<file path="src/rtl/rom_arb_pkg.sv">
// Shared types and the round-robin pick helper for the ROM lookup arbiter.
// The pick function works on a fixed 8-bit request vector, which covers the maximum of 8 requesters.
package rom_arb_pkg;
  localparam int AW      = 8;
  localparam int DW      = 8;
  localparam int MAX_REQ = 8;

  typedef logic [AW-1:0] rom_addr_t;
  typedef logic [DW-1:0] rom_data_t;

  // Search circularly from ptr for the first set request among the first n bits.
  // Returns a one-hot grant, or zero when nothing is requested.
  function automatic logic [MAX_REQ-1:0] rr_pick(input logic [MAX_REQ-1:0] req,
                                                 input int unsigned ptr,
                                                 input int unsigned n);
    logic [MAX_REQ-1:0] gnt;
    logic               found;
    int unsigned        idx;
    gnt   = '0;
    found = 1'b0;
    for (int unsigned k = 0; k < MAX_REQ; k++) begin
      if (k < n) begin
        idx = ptr + k;
        if (idx >= n) idx = idx - n;
        if (!found && req[idx[2:0]]) begin
          gnt[idx[2:0]] = 1'b1;
          found         = 1'b1;
        end
      end
    end
    return gnt;
  endfunction
endpackage

</file>
<file path="src/rtl/rr_arbiter.sv">
// Round-robin arbiter: grants one requester while advance is high and moves the
// priority pointer just past the winner.
module rr_arbiter #(
  parameter int NUM_REQ = 2,
  localparam int IDW    = (NUM_REQ > 1) ? $clog2(NUM_REQ) : 1
) (
  input  logic               clk,
  input  logic               reset,
  input  logic [NUM_REQ-1:0] req,
  input  logic               advance,
  output logic [NUM_REQ-1:0] gnt
);
  import rom_arb_pkg::*;

  logic [IDW-1:0]     ptr_reg;
  logic [IDW-1:0]     ptr_next;
  logic [IDW-1:0]     gnt_idx;
  logic [MAX_REQ-1:0] pick;

  always_comb begin
    pick = rr_pick(MAX_REQ'(req), 32'(ptr_reg), NUM_REQ);
    gnt  = advance ? pick[NUM_REQ-1:0] : '0;
  end

  always_comb begin
    gnt_idx = '0;
    for (int i = 0; i < NUM_REQ; i++) begin
      if (gnt[i]) gnt_idx = IDW'(i);
    end
  end

  // Explicit wrap keeps the pointer inside 0..NUM_REQ-1 for non-power-of-two counts.
  always_comb begin
    ptr_next = ptr_reg;
    if (|gnt) ptr_next = (gnt_idx == IDW'(NUM_REQ - 1)) ? '0 : gnt_idx + 1'b1;
  end

  always_ff @(posedge clk) begin
    if (reset) ptr_reg <= '0;
    else       ptr_reg <= ptr_next;
  end
endmodule

</file>
<file path="src/rtl/rom_lookup_arbiter.sv">
// Shares one registered-read lookup ROM among NUM_REQ requesters: round-robin issue,
// one lookup in flight while the ROM reads, then a backpressured response register.
module rom_lookup_arbiter #(
  parameter int NUM_REQ = 2,
  parameter int AW      = rom_arb_pkg::AW,
  parameter int DW      = rom_arb_pkg::DW,
  parameter int IDW     = (NUM_REQ > 1) ? $clog2(NUM_REQ) : 1
) (
  input  logic                  clk,
  input  logic                  reset,
  input  logic [NUM_REQ-1:0]    req_valid,
  input  logic [NUM_REQ*AW-1:0] req_addr,
  output logic [NUM_REQ-1:0]    req_ready,
  output logic [AW-1:0]         rom_addr,
  input  logic [DW-1:0]         rom_data,
  output logic                  rsp_valid,
  output logic [IDW-1:0]        rsp_id,
  output logic [DW-1:0]         rsp_data,
  input  logic                  rsp_ready,
  output logic                  busy
);
  import rom_arb_pkg::*;

  logic               inflight_reg;
  logic [IDW-1:0]     inflight_id_reg;
  logic [AW-1:0]      last_addr_reg;
  logic               rsp_valid_reg;
  logic [IDW-1:0]     rsp_id_reg;
  logic [DW-1:0]      rsp_data_reg;

  logic               s2_free;
  logic               s1_moves;
  logic               can_issue;
  logic [NUM_REQ-1:0] gnt;
  logic [IDW-1:0]     gnt_idx;
  logic [AW-1:0]      gnt_addr;
  logic [AW-1:0]      addr_arr [NUM_REQ];

  for (genvar gi = 0; gi < NUM_REQ; gi++) begin : g_addr
    assign addr_arr[gi] = req_addr[gi*AW +: AW];
  end

  assign s2_free  = !rsp_valid_reg || rsp_ready;
  assign s1_moves = inflight_reg && s2_free;
  // Holding off grants during reset keeps req_ready at zero while state clears.
  assign can_issue = (!inflight_reg || s1_moves) && !reset;

  rr_arbiter #(.NUM_REQ(NUM_REQ)) u_arb (
    .clk     (clk),
    .reset   (reset),
    .req     (req_valid),
    .advance (can_issue),
    .gnt     (gnt)
  );

  always_comb begin
    gnt_idx  = '0;
    gnt_addr = '0;
    for (int i = 0; i < NUM_REQ; i++) begin
      if (gnt[i]) begin
        gnt_idx  = IDW'(i);
        gnt_addr = addr_arr[i];
      end
    end
  end

  // Outside grant cycles the ROM keeps seeing the last address, so rom_data stays valid under a stall.
  assign rom_addr  = (|gnt) ? gnt_addr : last_addr_reg;
  assign req_ready = gnt;
  assign rsp_valid = rsp_valid_reg;
  assign rsp_id    = rsp_id_reg;
  assign rsp_data  = rsp_data_reg;
  assign busy      = inflight_reg || rsp_valid_reg;

  always_ff @(posedge clk) begin
    if (reset) begin
      inflight_reg    <= 1'b0;
      inflight_id_reg <= '0;
      last_addr_reg   <= '0;
      rsp_valid_reg   <= 1'b0;
      rsp_id_reg      <= '0;
      rsp_data_reg    <= '0;
    end else begin
      if (|gnt) begin
        inflight_reg    <= 1'b1;
        inflight_id_reg <= gnt_idx;
        last_addr_reg   <= gnt_addr;
      end else if (s1_moves) begin
        inflight_reg <= 1'b0;
      end

      if (s1_moves) begin
        rsp_valid_reg <= 1'b1;
        rsp_data_reg  <= rom_data;
        rsp_id_reg    <= inflight_id_reg;
      end else if (rsp_ready) begin
        rsp_valid_reg <= 1'b0;
      end
    end
  end
endmodule

</file>
<file path="config.mk">
export PLATFORM = sky130hd
export DESIGN_NAME = rom_lookup_arbiter
export DESIGN_NICKNAME = d
export VERILOG_FILES = /design/src/rtl/rom_arb_pkg.sv /design/src/rtl/rr_arbiter.sv /design/src/rtl/rom_lookup_arbiter.sv
export SDC_FILE = /design/constraint.sdc
export NUM_CORES = 1
export LEC_CHECK = 0
export CAP_MARGIN = 25
export CORE_MARGIN = 1.5
export CORE_UTILIZATION = 39
export CTS_BUF_LIST = sky130_fd_sc_hd__clkbuf_8 sky130_fd_sc_hd__clkbuf_16
export DETAILED_ROUTE_END_ITERATION = 8
export GPL_ROUTABILITY_DRIVEN = 0
export PLACE_DENSITY_LB_ADDON = 0.3
export SLEW_MARGIN = 10
export SYNTH_ARGS = -nofsm -noshare
export SYNTH_HDL_FRONTEND = slang
export SYNTH_SLANG_ARGS = --single-unit
export TNS_END_PERCENT = 50
</file>
<file path="constraint.sdc">
create_clock -name clk -period 1.4 [get_ports clk]
set_input_delay 0.28 -clock clk [delete_from_list [all_inputs] [get_ports clk]]
set_output_delay 0.28 -clock clk [all_outputs]
set_load 0.01 [all_outputs]
</file>
==> results of run 1 <==
==> cell type report <==
class                           instances  share of cell area (%)
Timing Repair Buffer                   91                    41.5
Inverter                                4                   0.804
Multi-Input combinational cell         86                    30.7
Sequential cell                        21                    22.7
Clock inverter                          1                   0.268
Tap cell                               28                    1.88
Clock buffer                            3                    2.21
==> kinds of logic after synthesis <==
group	after synthesis	share of synthesized area, %
AOI/OAI and AO/OA	41	23.6
and+or+nand+nor	45	26.7
buffers and inverters	14	6.89
DFF	21	42.9
==> what timing repair did <==
action | in CTS | in global routing
buffers inserted | 12 | 3
gates resized for setup | 88 | 8
pin swaps | 15 | 2
setup endpoints to repair | 29 | 19
==> Yosys cell counts <==
cell type / n / area, um2
nand3_1: 17 / 85.1
inv_1: 3 / 11.3
or2_1: 1 / 6.26
and3b_1: 1 / 8.76
a31o_1: 1 / 8.76
nand2b_1: 2 / 12.5
nor3_1: 1 / 5.00
nand3b_1: 1 / 7.51
nor2_1: 1 / 3.75
buf_4: 1 / 7.51
a21oi_1: 11 / 55.1
and4b_1: 1 / 10.0
dfxtp_1: 21 / 420
buf_2: 3 / 15.0
o21ai_1: 7 / 35.0
a31oi_1: 10 / 62.6
o21ai_0: 9 / 45.0
nor2b_1: 3 / 18.8
buf_6: 1 / 11.3
clkbuf_1: 5 / 18.8
inv_2: 1 / 3.75
nand2_1: 1 / 3.75
a311oi_1: 2 / 17.5
nand4_1: 15 / 93.8
and3_1: 1 / 6.26
o21bai_1: 1 / 7.51
==> cell usage in the layout (no fill, tap or decap), drive strengths merged, types with 2 or more instances in the layout <==
master         count
clkdlybuf4s15      2
a311oi             2
nand3             17
clkbuf             3
clkdlybuf4s50     24
inv                4
dlygate4sd2       11
dfxtp             21
nand2b             2
buf               54
a31oi             10
a21oi             11
nand4             15
o21ai             16
nor2b              3
==> where the power goes <==
group	switching, mW	internal (mW)	leakage, nW
Clock	0.208	0.199	0.0255
Sequential	0.0199	0.636	0.173
Combinational	0.196	0.236	0.632
==> path summary, 6_finish.rpt <==
| kind | from | to | slack, ns | cells past startpoint |
|---|---|---|---|---|
| hold reg to reg | inflight_id_reg$_SDFFE_PP0P_ | rsp_id$_SDFFE_PP0P_ | 0.48 | 2 |
| setup / recovery | inflight_reg$_SDFFE_PP0P_ | rom_addr[0] | -0.35 | 6 |
| setup reg to reg | rsp_valid$_SDFFE_PP0P_ | rsp_data[0]$_SDFFE_PP0P_ | 0.01 | 4 |
| hold / removal | reset | last_addr_reg[2]$_SDFF_PP0_ | 0.30 | 2 |
==> routing by layer <==
metal / part of all wire [%] / global-route usage (%) / vias up
met4: 0.59 / 10.3 / 0
met5: 0 / 0 / -
li1: - / - / 635
met2: 54 / 48.1 / 62
met1: 39 / 29.8 / 650
met3: 6.7 / 7.63 / 4
==> per-stage QoR <==
step | instances | TNS (ns) | setup WS [ns] | instance area, um2
after global routing | 234 | -3.73 | -0.403 | 1870
after detailed placement | 216 | -13.86 | -0.948 | 1660
after floorplan | 121 | 0 | 0.0365 | 981
after global placement | 216 | -11.74 | -0.872 | 1660
after CTS | 231 | -1.94 | -0.285 | 1830
final | 234 | -2.54 | -0.348 | 1870
==> qor.yml, run 1 <==
layout:
  fin_util_pct: 81.3
  antenna_cells: 0
  nFillCells: 149
  multi_input_area_um2: 573
  syn_to_final_growth_pct: 90.4
  seq_area_um2: 424
  fin_nets: 236
  drive_gt1_share_pct: 37.9
critical_path:
  worstPathArrival_ns: 1.47
  cp.required_ns: 1.12
  cpMaxStageDelayCell: "dfxtp_2"
  worstSetupPathType: "register to primary output"
  critPathLaunchType: "register"
  critical_path_buf_inv_count: 3
  cp_cell_sequence: "nand3b_1 > buf_6 > buf_4 > nand4_1 > nand3_1 > buf_2"
  critPathMaxStageDelay_ns: 0.35
  critPathCaptureType: "primary output"
  critPathMaxFanout: 14
  critPathTopFamily: "buffers and inverters"
sta:
  rsz0062_at_grt: "yes"
  fin_crit_sh_pct: 125
  whs_ns: 0.295
  tightest_slew_ns: 0.577
  finalHoldViolCount: 0
  period_needed_ns: 1.75
  setup_ws_ns: -0.348
  setup_viol_count_final: 10
  slew_headroom_pct: 61.5
  maxSlewViolCount: 0
  max_freq_mhz: 572
  fin_skew_ns: 0.00470
pwr:
  ir_drop_v: 0.000758
  p_total_mw: 1.50
  powerDensity_nw_per_um2: 801
  power_leakage_nw: 0.831
cts:
  clock_sinks: 21
  clock-root-buffer: "clkbuf_8"
  cts_tree: "done"
  h-tree-depth: 1
  cts_buffers: 3
  clock_path_buffers: 2
  cts_hold_buf: 0
  path_clk_slew_ns: 0.08
  clkLatencyLatePin_ns: 0.27
die:
  io_pins: 50
  start_util_pct: 42.7
  dieHeight_um: 53.2
  die_w_um: 53.2
  die_area_um2: 2820
  core_um2: 2300
  num_rows: 17
synth:
  ys_seq_elements: 21
  syn_nets: 150
  syn_inst: 121
  yosysWarningCount: 0
  seq_area_frac_synth_pct: 42.9
  post_synth_num_cell_types: 26
  postSynthAreaPerCell_um2: 8.11
  netlist_area_um2: 981
run_status:
  violations: "negative setup slack"
  status: "complete, but fails checks"
drt:
  drtIter0Drc: 48
  finalWirelength_um: 3920
  routedWlPerCell_um: 16.7
  routed_via_density: 5.77
  dr.pass1.iters: 4
  drc: 0
  dr_total_vias: 1351
  antenna_left: 0
hold_path:
  hold_class: "primary input to register"
placed_design:
  dp_hpwl_um: 2520
  port_buffers: 49
global_route:
  grt_pass1_wl_um: 5570
  grt-ovfl-total: 0
  grt_pass1_vias: 1250
  antenna_found_initial: 0
  grtUsageTotal_pct: 26.9
  grt_max_degree: 22
job:
  max-cap-violations: 0
No activity file was read; power rests on OpenSTA's default activity.
==> run 2: changes to the inputs <==
--- a/config.mk
+++ b/config.mk
@@ -12,7 +12,7 @@
 export DETAILED_ROUTE_END_ITERATION = 8
 export GPL_ROUTABILITY_DRIVEN = 0
 export PLACE_DENSITY_LB_ADDON = 0.3
-export SLEW_MARGIN = 10
+export SLEW_MARGIN = 20
 export SYNTH_ARGS = -nofsm -noshare
 export SYNTH_HDL_FRONTEND = slang
 export SYNTH_SLANG_ARGS = --single-unit
==> results of run 2 <==
The final DEF is identical to that of run 1; final timing and power are the same.
==> run 3: changes to the inputs <==
--- a/config.mk
+++ b/config.mk
@@ -5,9 +5,10 @@
 export SDC_FILE = /design/constraint.sdc
 export NUM_CORES = 1
 export LEC_CHECK = 0
+export ABC_AREA = 1
 export CAP_MARGIN = 25
 export CORE_MARGIN = 1.5
-export CORE_UTILIZATION = 39
+export CORE_UTILIZATION = 40
 export CTS_BUF_LIST = sky130_fd_sc_hd__clkbuf_8 sky130_fd_sc_hd__clkbuf_16
 export DETAILED_ROUTE_END_ITERATION = 8
 export GPL_ROUTABILITY_DRIVEN = 0
==> constraint.sdc (replaced) <==
create_clock -name clk -period 1.9 [get_ports clk]
set_input_delay 0.38 -clock clk [delete_from_list [all_inputs] [get_ports clk]]
set_output_delay 0.38 -clock clk [all_outputs]
set_load 0.01 [all_outputs]
==> run 3 against run 2 <==
The run now ends clean. First-iteration DRC count fell by 58%. Utilization shrank 4.6 points. Via count shrank 8.6%. Area after synthesis increased by 8.4%. Critical path depth down 3. Sequential power decreased by 26%. Design area is 2.6% higher. Sequential cell count unchanged. Clock skew down 0.0041 ns. Count of clock-buffer cells in the layout is the same. Largest cell class unchanged.
==> qor.yml, run 3 <==
job:
  max-cap-violations: 0  # unchanged
die:
  core_um2: 2500  # was 2300 um2
  die_area_um2: 2980  # was 2820 um2
  start_util_pct: 42.5  # was 42.7%
  die_w_um: 54.6  # was 53.2 um
  num_rows: 18  # was 17
  io_pins: 50  # unchanged
  dieHeight_um: 54.6  # was 53.2 um
layout:
  syn_to_final_growth_pct: 80.2  # was 90.4%
  drive_gt1_share_pct: 34.4  # was 37.9%
  fin_area_um2: 1920  # was 1870 um2
  antenna_cells: 0  # unchanged
  mostFrequentLayoutCells: "35 x clkdlybuf4s50_1, 27 x nor2_1, 26 x buf_4"  # was 36 x buf_4, 24 x clkdlybuf4s50_1, 18 x dfxtp_1
  fin_util_pct: 76.7  # was 81.3%
  fin_nets: 254  # was 236
  final_common_cell: "clkdlybuf4s50_1"  # was buf_4
  nFillCells: 171  # was 149
  finalNonFillerCells: 254  # was 234
global_route:
  grt_pass1_vias: 1049  # was 1250
  grt_max_degree: 13  # was 22
  grt-ovfl-total: 0  # unchanged
  grtUsageTotal_pct: 22.2  # was 26.9%
  antenna_found_initial: 0  # unchanged
  grt_pass1_wl_um: 4680  # was 5570 um
pwr:
  p_seq_share_pct: 41.9  # was 43.9%
  ir_drop_v: 0.000604  # was 0.000758 V
  power_leakage_nw: 0.906  # was 0.831 nW
  powerDensity_nw_per_um2: 607  # was 801 nW/um2
  p_sw_share_pct: 28.2  # was 28.4%
  p_clk_share_pct: 24.6  # was 27.2%
  power.switching_mw: 0.328  # was 0.425 mW
  internal_power_mw: 0.835  # was 1.07 mW
  combPwrFrac_pct: 33.4  # was 28.9%
  p_total_mw: 1.16  # was 1.50 mW
synth:
  synth-adder-area-share_pct: 0  # unchanged
  post_synth_num_cell_types: 21  # was 26
  synthMuxAreaShare_pct: 0  # unchanged
  synth_compound_area_share_pct: 7.29  # was 23.6%
  synth-xor-area-share_pct: 0  # unchanged
  yosys-top-cells-area: "dfxtp_1 40%, nor2_1 9.5%, nand4_1 9.4%"  # was dfxtp_1 43%, nand4_1 9.6%, nand3_1 8.7%
  synth_top_family_by_area: "simple AND/OR/NAND/NOR gates"  # unchanged
  postSynthAreaPerCell_um2: 7.39  # was 8.11 um2
  synth.top_cell.area_share_pct: 39.5  # was 42.9%
  synth_flop_cell: "dfxtp_1"  # unchanged
  synth_common_cells: "27 x nor2_1, 22 x inv_1, 21 x dfxtp_1"  # was 21 x dfxtp_1, 17 x nand3_1, 15 x nand4_1
  syn_nets: 173  # was 150
  ys_seq_elements: 21  # unchanged
  netlist_area_um2: 1060  # was 981 um2
  synth_edf_count: 0  # unchanged
  yosys.area_share.simple_pct: 41.4  # was 26.7%
  yosysMostFrequentCell: "nor2_1"  # was dfxtp_1
  async_reset_ff_share_pct: 0  # unchanged
  seq_area_frac_synth_pct: 39.5  # was 42.9%
  syn_inst: 144  # was 121
  yosysTopAreaCell: "dfxtp_1"  # unchanged
  yosysWarningCount: 0  # unchanged
critical_path:
  cpMaxStageDelayCell: "clkdlybuf4s50_1"  # was dfxtp_2
  reg2reg_from: "inflight_reg$_SDFFE_PP0P_"  # was rsp_valid$_SDFFE_PP0P_
  crit_path_start: "rsp_valid$_SDFFE_PP0P_"  # was inflight_reg$_SDFFE_PP0P_
  critPathLaunchType: "register"  # unchanged
  cp_cell_sequence: "buf_4 > or2_2 > clkdlybuf4s50_1"  # was nand3b_1 > buf_6 > buf_4 > nand4_1 > nand3_1 > buf_2
  regToRegSetupSlack_ns: 0.29  # was 0.01 ns
  critPathMaxStageDelay_ns: 0.47  # was 0.35 ns
  reg2reg_to: "last_addr_reg[2]$_SDFF_PP0_"  # was rsp_data[0]$_SDFFE_PP0P_
  cp.required_ns: 1.52  # was 1.12 ns
  crit_path_end: "busy"  # was rom_addr[0]
  critPathCaptureType: "primary output"  # unchanged
  reg2reg_depth: 11  # was 4
  worstPathArrival_ns: 1.48  # was 1.47 ns
  worstSetupPathType: "register to primary output"  # unchanged
  critPathMaxFanout: 3  # was 14
drt:
  finalWirelength_um: 3240  # was 3920 um
  dr_total_vias: 1235  # was 1351
  drtIter0Drc: 20  # was 48
  routedWlPerCell_um: 12.7  # was 16.7 um
  antenna_left: 0  # unchanged
  routed_via_density: 4.86  # was 5.77
  drc: 0  # unchanged
  dr.pass1.iters: 4  # unchanged
sta:
  finalHoldViolCount: 0  # unchanged
  rsz0062_at_grt: "yes"  # unchanged
  setup_ws_ns: 0.0357  # was -0.348 ns
  max_freq_mhz: 536
  slew_headroom_pct: 83.6  # was 61.5%
  period_needed_ns: 1.86
  fin_skew_ns: 0.000615  # was 0.00470 ns
  setup_tns_ns: 0  # was -2.54 ns
  whs_ns: 0.427  # was 0.295 ns
  tightest_slew_ns: 0.244  # was 0.577 ns
  maxSlewViolCount: 0  # unchanged
  fin_crit_sh_pct: 98.1
  setup_viol_count_final: 0  # was 10
placed_design:
  dp_cells: 235  # was 216
  place_area_um2: 1740  # was 1660 um2
  dp_hpwl_um: 2170  # was 2520 um
  pre_cts_ws_ns: -0.562  # was -0.948 ns
  port_buffers: 49  # unchanged
cts:
  cts_hold_buf: 0  # unchanged
  clock-root-buffer: "clkbuf_8"  # unchanged
  clock_path_buffers: 2  # unchanged
  cts_tree: "done"  # unchanged
  clock_sinks: 21  # unchanged
  h-tree-depth: 1  # unchanged
  clkLatencyLatePin_ns: 0.26  # was 0.27 ns
  path_clk_slew_ns: 0.07  # was 0.08 ns
  cts_buffers: 3  # unchanged
hold_path:
  hold_class: "primary input to register"  # unchanged
run_status:
  status: "finished, final reports clean"  # was complete, but fails checks
[run 3: changes by cell type after synthesis, sizes merged, moves of 2 or more]
cell,delta
o21ai,-6
a21oi,-9
a31oi,-9
nand3,-13
nand2b,-2
nor2,+42
clkbuf,-3
nand2,+15
inv,+19
nor2b,-3
a311oi,-2
[run 3: routing by layer]
layer	vias up	routed length [um]	global-route usage (%)
li1	618	-	-
met5	-	0	0
met3	5	114	2.73
met1	582	1360	27.4
met4	0	40	8.33
met2	30	1720	39.0
[run 3: final cells by class]
type	count	area (um2)	share of cell area, %
clock inverter	1	5.00	0.261
tap	30	37.5	1.96
clock buffer	3	41.3	2.15
multi-input combinational	93	554	28.9
timing repair buffer	82	764	39.9
sequential	21	424	22.1
inverter	24	90.1	4.70
[run 3: how the worst min path moves through the flow]
stage	start	to	slack [ns]	depth (start not counted)
3_5_place_dp	rsp_data[3]$_SDFFE_PP0P_	rsp_data[3]$_SDFFE_PP0P_	0.48	2
6_report	rsp_ready	rsp_valid$_SDFFE_PP0P_	0.43	4
2_1_floorplan	inflight_id_reg$_SDFFE_PP0P_	inflight_id_reg$_SDFFE_PP0P_	0.44	2
5_1_grt	rsp_ready	rsp_valid$_SDFFE_PP0P_	0.45	4
3_3_place_gp	inflight_id_reg$_SDFFE_PP0P_	inflight_id_reg$_SDFFE_PP0P_	0.45	2
4_1_cts	rsp_data[3]$_SDFFE_PP0P_	rsp_data[3]$_SDFFE_PP0P_	0.49	2
[run 3: logic make-up (layout without fill, tap and decap cells)]
group / after synthesis / after routing
compound gates: 13 / 13
buf+inv: 30 / 110
flops: 21 / 21
simple gates: 80 / 80
[run 3: repair_timing]
action,CTS,global route
hold endpoints to repair,0,0
endpoints found under the setup margin,10,11
gates resized for setup,46,14
buffers inserted,10,5
gates cloned,1,0
pin swaps,9,11
[run 3: power groups by stage]
stage          Combinational [mW]  Sequential [mW]  Clock [mW]
3_5_place_dp                0.356            0.498           0
5_1_grt                     0.418            0.491       0.312
2_1_floorplan               0.140            0.503           0
4_1_cts                     0.362            0.487       0.292
3_3_place_gp                0.347            0.496           0
6_report                    0.389            0.488       0.287
[run 3: critical path: cells and delay by family (launching register included)]
kind / cells / cell delay, ns
and+or+nand+nor: 1 / 0.28
DFF: 1 / 0.34
buffers and inverters: 2 / 0.60
==> RTL edit (flow settings as in run 1) <==
`NUM_REQ` is set to 2 in 2 places; all go to 4.
--- a/src/rtl/rr_arbiter.sv
+++ b/src/rtl/rr_arbiter.sv
@@ -3,3 +3,3 @@
 module rr_arbiter #(
-  parameter int NUM_REQ = 2,
+  parameter int NUM_REQ = 4,
   localparam int IDW    = (NUM_REQ > 1) ? $clog2(NUM_REQ) : 1
--- a/src/rtl/rom_lookup_arbiter.sv
+++ b/src/rtl/rom_lookup_arbiter.sv
@@ -3,3 +3,3 @@
 module rom_lookup_arbiter #(
-  parameter int NUM_REQ = 2,
+  parameter int NUM_REQ = 4,
   parameter int AW      = rom_arb_pkg::AW,
Interface: changed (resized req_addr, req_ready, req_valid and rsp_id); port bits go from 50 to 71. No check against the original RTL was run, so the function may have changed too.
==> RTL edit against run 1 <==
The run still ends with setup timing left; maximum frequency down 48%; critical path depth rose by 7; routed wire length rose by 37%; combinational power rose to 12 times the old value; area after synthesis up 69%; final area is 62% higher; sequential cell count grew 3; non-clock buffer count up 27; sequential share of layout area decreased by 6.6 points; register-to-register slack worse by 1.8 ns; total power grew to 4.3 times the old value; worst setup slack lost 1.6 ns; critical endpoint is now rom_addr[4]; largest cell class is now multi-input gates; highest routed layer unchanged.
==> RTL edit: results (changes against run 1) <==
[run_status]
status=complete, but fails checks
violations=setup timing

[clocking]
cts_resized=81  ; -8.0%
post_cts_buffers=9  ; -3

[sta]
finalSetupViolCount=25  ; +15
finalClockSkew_ns=0.00261  ; -0.00210 ns
finalWorstSetupSlack_ns=-1.97  ; -1.63 ns
worstMarginPinSlew_ns=0.471  ; -0.106 ns

[global_route]
grt_usage=0.206  ; -0.0637
grt_first_pass_wirelength_um=7180  ; +29%
gr-usage-met2=0.375  ; -0.106
grt_max_degree=19  ; -14%

[synthesis]
ys_seq_elements=24  ; +14%
syn_nets=244  ; +63%
ys_top_cells_by_count=32 x nor2_1, 24 x dfxtp_1, 15 x a21o_1
synth_compound_area_frac=0.277  ; +0.0407
syn_inst=189  ; +56%
synth_cell_types=44  ; +69%
synth.area.top_cells=dfxtp_1 29%, mux2i_1 7.9%, nor2_1 7.3%
ys_seq_area_frac=0.290  ; -0.138
synth_mux_area_frac=0.119  ; +0.119

[placement]
dpl.hpwl_um=3700  ; +47%
placedCellCount=334  ; +55%
numPortBuffers=70  ; +43%
postPlaceCellArea_sq_um=2730  ; +64%

[hold_path]
min_from=inflight_id_reg[0]$_SDFFE_PP0N_
hp-class=reg -> reg
min_path_cells=1  ; -1

[finish]
register_area_sq_um=487  ; +15%
final-nonclk-buf-share=0.361  ; -0.0534
nets=357  ; +51%
drive_gt1_frac=0.390  ; +0.0114
n_all_buffers=118  ; +30%
clock_area_frac=0.0137  ; -0.0111
final_area_sq_um=3020  ; +62%

[routing]
first_iter_violations=108  ; +130%
met3WireLength_um=310  ; +18%
wl_per_cell_um=15.4  ; -8.2%
wl_met1_um=2230  ; +46%

[pwr]
p_comb_frac=0.774  ; +0.485
clock_power_share=0.064  ; -0.208

[setup_path]
slowest_delay_ns=0.54  ; +0.19 ns
r2r-end=u_arb.ptr_reg[0]$_SDFFE_PP0N_
reg2reg_from=u_arb.ptr_reg[0]$_SDFFE_PP0N_
r2r_slack_ns=-1.80  ; -1.81 ns
cp.arrival_ns=3.09  ; +1.62 ns
ff2ff_path_depth=15  ; +11
crit_path_max_fanout=4  ; -10

==> RTL edit: changes by cell type in the layout (fill, tap and decap cells not counted), moves of 8 or more <==
cell                    run 1  this run
a22oi_1                     0         8
buf_6                       9        18
nor2_1                      1        31
nand3_1                    15         0
a22o_1                      0        10
a21oi_2                     0        12
a21o_1                      0        15
a21oi_1                    11         2
o21ai_0                     9         0
clkdlybuf4s50_1            24        46
mux2i_1                     0        11
a31oi_1                    10         1
nand4_1                    15         0
==> RTL edit: worst max-delay path by stage <==
stage                                              from          end
final                     u_arb.ptr_reg[0]$_SDFFE_PP0N_  rom_addr[4]
after floorplan           u_arb.ptr_reg[0]$_SDFFE_PP0N_  rom_addr[0]
after global placement                     req_valid[3]  rom_addr[2]
after global routing      u_arb.ptr_reg[0]$_SDFFE_PP0N_  rom_addr[4]
after detailed placement                   req_valid[0]  rom_addr[7]
after CTS                 u_arb.ptr_reg[0]$_SDFFE_PP0N_  rom_addr[4]
